**config.mk**
```make
export PLATFORM = sky130hd
export DESIGN_NAME = excess3_serializer
export DESIGN_NICKNAME = d
export VERILOG_FILES = /design/src/rtl/excess3_serializer.sv
export SDC_FILE = /design/constraint.sdc
export NUM_CORES = 1
export LEC_CHECK = 0
export CORE_MARGIN = 8
export CORE_UTILIZATION = 25
export DETAILED_ROUTE_END_ITERATION = 10
export GPL_TIMING_DRIVEN = 0
export PLACE_DENSITY = 0.45
export REMOVE_ABC_BUFFERS = 1
export SYNTH_ARGS = -nofsm -noshare
export SYNTH_HDL_FRONTEND = slang
export SYNTH_SLANG_ARGS = --single-unit
```
**constraint.sdc**
```tcl
create_clock -name clk -period 6.21 [get_ports clk]
set_clock_uncertainty 0.15 [all_clocks]
set_input_delay 1.242 -clock clk [delete_from_list [all_inputs] [get_ports clk]]
set_output_delay 1.242 -clock clk [all_outputs]
set_load 0.03 [all_outputs]
```
**src/rtl/excess3_serializer.sv**
```systemverilog
// BCD digit FIFO feeding a gap-free LSB-first excess-3 serial stream.
// sof marks bit 0 of each 4-bit frame for the downstream converter.
module excess3_serializer #(
    parameter int DEPTH = 4
) (
    input  logic                     clk,
    input  logic                     rst,
    input  logic [3:0]               din,
    input  logic                     din_valid,
    output logic                     din_ready,
    input  logic                     err_clr,
    output logic                     out,
    output logic                     out_valid,
    output logic                     sof,
    output logic                     err,
    output logic [$clog2(DEPTH):0]   level
);

    localparam int AW = $clog2(DEPTH);
    localparam logic [AW:0] FULL = (AW+1)'(DEPTH);

    typedef enum logic {IDLE, SHIFT} state_t;

    state_t         state;
    state_t         state_nx;
    logic [3:0]     mem [DEPTH];
    logic [AW-1:0]  wptr;
    logic [AW-1:0]  rptr;
    logic [2:0]     sreg;
    logic [1:0]     bitcnt;
    logic [3:0]     head_e3;
    logic           accept;
    logic           push;
    logic           bad;
    logic           empty;
    logic           load;
    logic           shift;

    assign din_ready = (level != FULL);
    assign empty     = (level == '0);
    assign accept    = din_valid & din_ready;
    assign push      = accept & (din <= 4'd9);
    assign bad       = accept & (din > 4'd9);
    assign head_e3   = mem[rptr] + 4'd3;

    always_ff @(posedge clk) begin
        if (push) begin
            mem[wptr] <= din;
        end
    end

    // Pointers wrap naturally since DEPTH is a power of two.
    always_ff @(posedge clk or negedge rst) begin
        if (!rst) begin
            wptr  <= '0;
            rptr  <= '0;
            level <= '0;
        end else begin
            if (push) wptr <= wptr + 1'b1;
            if (load) rptr <= rptr + 1'b1;
            case ({push, load})
                2'b10:   level <= level + 1'b1;
                2'b01:   level <= level - 1'b1;
                default: level <= level;
            endcase
        end
    end

    always_ff @(posedge clk or negedge rst) begin
        if (!rst) begin
            err <= 1'b0;
        end else if (bad) begin
            err <= 1'b1;
        end else if (err_clr) begin
            err <= 1'b0;
        end
    end

    always_ff @(posedge clk or negedge rst) begin
        if (!rst) begin
            state <= IDLE;
        end else begin
            state <= state_nx;
        end
    end

    always_comb begin
        state_nx = state;
        case (state)
            IDLE:    if (!empty) state_nx = SHIFT;
            SHIFT:   if (bitcnt == 2'd3 && empty) state_nx = IDLE;
            default: state_nx = IDLE;
        endcase
    end

    // A new frame loads right after the last bit so frames stay back-to-back.
    always_comb begin
        load  = 1'b0;
        shift = 1'b0;
        case (state)
            IDLE: begin
                load = !empty;
            end
            SHIFT: begin
                load  = (bitcnt == 2'd3) && !empty;
                shift = (bitcnt != 2'd3);
            end
            default: begin
                load  = 1'b0;
                shift = 1'b0;
            end
        endcase
    end

    always_ff @(posedge clk or negedge rst) begin
        if (!rst) begin
            sreg      <= '0;
            bitcnt    <= '0;
            out       <= 1'b0;
            out_valid <= 1'b0;
            sof       <= 1'b0;
        end else if (load) begin
            sreg      <= head_e3[3:1];
            bitcnt    <= '0;
            out       <= head_e3[0];
            out_valid <= 1'b1;
            sof       <= 1'b1;
        end else if (shift) begin
            sreg      <= {1'b0, sreg[2:1]};
            bitcnt    <= bitcnt + 1'b1;
            out       <= sreg[0];
            out_valid <= 1'b1;
            sof       <= 1'b0;
        end else begin
            bitcnt    <= '0;
            out       <= 1'b0;
            out_valid <= 1'b0;
            sof       <= 1'b0;
        end
    end

endmodule

```
==> results of run 1 <==
cell families after synthesis:
family / after synthesis / share of synthesized area, %
adders and majority gates: 8 / 7.58
xor gates and xnor gates: 8 / 4.94
DFF: 33 / 63.8
muxes: 5 / 7.41
AOI/OAI and AO/OA: 9 / 3.70
and+or+nand+nor: 26 / 8.73
buffers and inverters: 12 / 3.79
worst max-delay path: cells and delay by family:
kind | cells | cell delay [ps]
compound gates | 1 | 150
xor+xnor | 2 | 300
fa+ha+maj | 2 | 540
buf+inv | 3 | 710
simple gates | 2 | 400
registers in the layout, indices dropped and copies added (netlist names):
| register | count |
|---|---|
| mem | 16 |
| level | 3 |
| sreg | 3 |
| bitcnt | 2 |
| rptr | 2 |
| wptr | 2 |
| err | 1 |
| out | 1 |
| out_valid | 1 |
| sof | 1 |
| state | 1 |
how the worst max path moves through the flow:
| stage | depth (start not counted) | start | endpoint | slack [ps] |
|---|---|---|---|---|
| floorplan | 9 | din[1] | level[2]$_DFFE_PN0P_ | 3390 |
| global placement | 10 | din[2] | level[2]$_DFFE_PN0P_ | 2640 |
| detailed placement | 10 | din[2] | level[2]$_DFFE_PN0P_ | 2600 |
| CTS | 10 | din[2] | level[2]$_DFFE_PN0P_ | 2880 |
| global route | 10 | din[2] | level[2]$_DFFE_PN0P_ | 2770 |
| finish | 10 | din[2] | level[2]$_DFFE_PN0P_ | 2930 |
final cells by class:
class,count,area [um^2]
Clock buffer,6,72.6
Clock inverter,2,33.8
Fill cell,549,3760
Inverter,10,37.5
Sequential cell,33,906
Multi-Input combinational cell,56,459
Tap cell,72,90.1
Timing Repair Buffer,15,150
metrics by stage:
step | utilization [%] | hold slack (ps) | power [W] | cell area (um^2) | cells
2_1_floorplan | - | 260 | 0.000575 | 1400 | 99
3_3_place_gp | 29.8 | 275 | 0.000672 | 1640 | 186
3_5_place_dp | 29.8 | 295 | 0.000678 | 1640 | 186
4_1_cts | 31.8 | 305 | 0.000872 | 1750 | 194
5_1_grt | 31.8 | 331 | 0.000923 | 1750 | 194
6_report | 31.8 | 300 | 0.000857 | 1750 | 194
power groups by stage:
| stage | logic, W | clock network (W) | registers, W |
|---|---|---|---|
| 2_1_floorplan | 0.000206 | 0 | 0.000369 |
| 3_3_place_gp | 0.000327 | 0 | 0.000346 |
| 3_5_place_dp | 0.000329 | 0 | 0.000348 |
| 6_report | 0.000323 | 0.000191 | 0.000342 |
| 5_1_grt | 0.000367 | 0.000206 | 0.000350 |
| 4_1_cts | 0.000332 | 0.000196 | 0.000344 |
metal layers:
metal	wire, um	part of all wire (%)	track usage (%)
met4	57	2.5	3.27
met3	129	5.5	3.37
met2	1050	45	9.19
met5	0	0	0
met1	1080	47	6.72
layout by cell type (no fill, tap or decap):
cell             count
dfrtp_1             17
edfxtp_1            16
clkdlybuf4s50_1     15
inv_1               10
nand2_1              8
ha_1                 7
nor2_1               6
and2_1               5
xnor2_1              5
clkbuf_8             5
mux4_2               3
o21ai_0              3
xor2_1               3
nand3_1              2
a21oi_1              2
and3_1               1
nand2b_1             1
nor3_1               1
nor2b_1              1
or3_1                1
o22ai_1              1
o21ai_2              1
mux4_1               1
o21ai_1              1
a211oi_1             1
mux2_2               1
fa_1                 1
clkinv_1             1
bufinv_16            1
clkbuf_1             1
==> results.json, run 1 <==
{
  "antenna_found_initial": 0,
  "yosys.cell_count.top_type": "dfrtp_1",
  "pint_w": 0.000561,
  "report.final.hold_viol_count": 0,
  "die_area_um2": 8340,
  "run_status": "finished, final reports clean",
  "setup_ws_ps": 2930,
  "first_pass_iters": 3,
  "tightest_slew_ps": 766,
  "classification_of_the_worst_setup_path": "in -> reg",
  "hold_class": "reg -> reg",
  "r2r_slack_ps": 3880,
  "numPortBuffers": 15,
  "endpoint_kind": "flop",
  "hold-path-cell-count": 1,
  "core-area_um2": 5510,
  "die-height_um": 91.3,
  "detail_route.vias_per_cell": 4.02,
  "timing.hold.worst_endpoint": "bitcnt[0]$_DFF_PN0_",
  "diodes": 0,
  "remaining_drc_errors": 0,
  "synthFlopType": "dfrtp_1",
  "fp.dieW_um": 91.3,
  "grt-ovfl-total": 0,
  "clock_root_buffer": "clkbuf_8",
  "start_kind": "primary input",
  "vias": 780,
  "fraction_of_power_consumed_by_sequential_logic_pct": 39.9,
  "peak_supply_drop_mv": 0.165,
  "cts_hold_buffers": 0,
  "power_spent_charging_and_discharging_nets_w": 0.000295,
  "yosysTopAreaCell": "edfxtp_1",
  "timing.final.max_slew_violations": 0,
  "tritoncts": "yes",
  "edff_count_synth": 16,
  "min-delay-start": "bitcnt[0]$_DFF_PN0_",
  "critical_path_arrival_ps": 3340,
  "max-cap-violations": 0,
  "clk_latency_ps": 280,
  "achievable-frequency_mhz": 305,
  "proportion_of_synthesized_flip_flops_having_asynchronous_set_or_reset_pct": 51.5,
  "yosys_warnings": 0,
  "p_leak_nw": 0.694,
  "maximum_level_of_the_cts_h_tree": 2,
  "gr-usage-all-layers_pct": 6.09,
  "cts.repair.resized": 0,
  "grt_first_pass_wirelength_um": 3810,
  "cts.reportedPaths.clkPinSlew_ps": 70,
  "syn_inst": 101,
  "postSynthAreaPerCell_um2": 14.0,
  "timing.final.crit_share_pct": 52.8,
  "synth_cell_types": 27,
  "row_count": 27,
  "switching_share_pct": 34.5,
  "cts.path.max_buffers": 2,
  "antenna_left": 0,
  "cts_num_sinks": 33,
  "ys_ff_latch": 33,
  "floorplan.initialDensity_pct": 25.8,
  "routed_wl_um": 2330,
  "power_density_nw_per_um2": 490,
  "reg2regPathDepth": 10,
  "cts_buffers": 5,
  "required_ps": 6260,
  "postCtsSetupRepairBufs": 0,
  "post-synth-top-area-fraction_pct": 33.9,
  "finish.net_count": 137,
  "max_stage_delay_ps": 560,
  "dp_hpwl_um": 1810,
  "finalWeightedCongestion": 0.696,
  "synth_top_cells_by_area": "edfxtp_1 (34%), dfrtp_1 (30%), ha_1 (6.2%), mux4_2 (4.8%), xnor2_1 (3.1%)",
  "finalWorstPathRequiredPeriod_ps": 3280,
  "timing.rr.end": "level[2]$_DFFE_PN0P_",
  "sequential_cell_area_fraction_in_the_yosys_report_pct": 63.8,
  "synth.top_cells.by_count": "dfrtp_1 (17), edfxtp_1 (16), inv_1 (10)",
  "tns_ps": 0,
  "cp_cell_sequence": "clkdlybuf4s50_1, o21ai_0, and3_1, inv_1, ha_1, inv_1, fa_1, xor2_1, nor2_1, xor2_1",
  "power.combinational.fraction_pct": 37.7,
  "first_iteration_detailed_routing_drc_count": 9,
  "setup_viol": 0,
  "final_layout_size_suffix_gt1_share_pct": 9.02,
  "pre_cts_ws_ps": 2600,
  "areaGrowthSynthToFinish_pct": 23.3,
  "grt_pass1_vias": 793,
  "synthesis.area_um2": 1420,
  "power.share.clock_pct": 22.3,
  "reg2reg_from": "bitcnt[0]$_DFF_PN0_",
  "grt_setup_unrepaired": "no",
  "grt_start_max_net_pins": 18,
  "maxSlewHeadroom_pct": 48.8,
  "io_pins": 16,
  "timing.critical_path.fanout_max": 7,
  "worst_path_max_delay_cell": "clkdlybuf4s50_1",
  "average_wire_per_cell_in_the_routed_design_um": 12.0
}
Power figures use the tool's default switching activity.
==> run 2: changes to the inputs <==
==> constraint.sdc (replaced) <==
create_clock -name clk -period 3.2 [get_ports clk]
set_clock_uncertainty 0.15 [all_clocks]
set_input_delay 0.64 -clock clk [delete_from_list [all_inputs] [get_ports clk]]
set_output_delay 0.64 -clock clk [all_outputs]
set_load 0.03 [all_outputs]
==> results of run 2 <==
The final DEF is identical to that of run 1. Status: finished, final reports clean.
Main changes from that run: setup slack after placement 2600 ps -> 189 ps; setup slack after layout 2930 ps -> 520 ps; register-to-register setup slack 3880 ps -> 870 ps; total power 0.000857 W -> 0.00166 W; worst IR drop on VDD 0.165 mV -> 0.319 mV
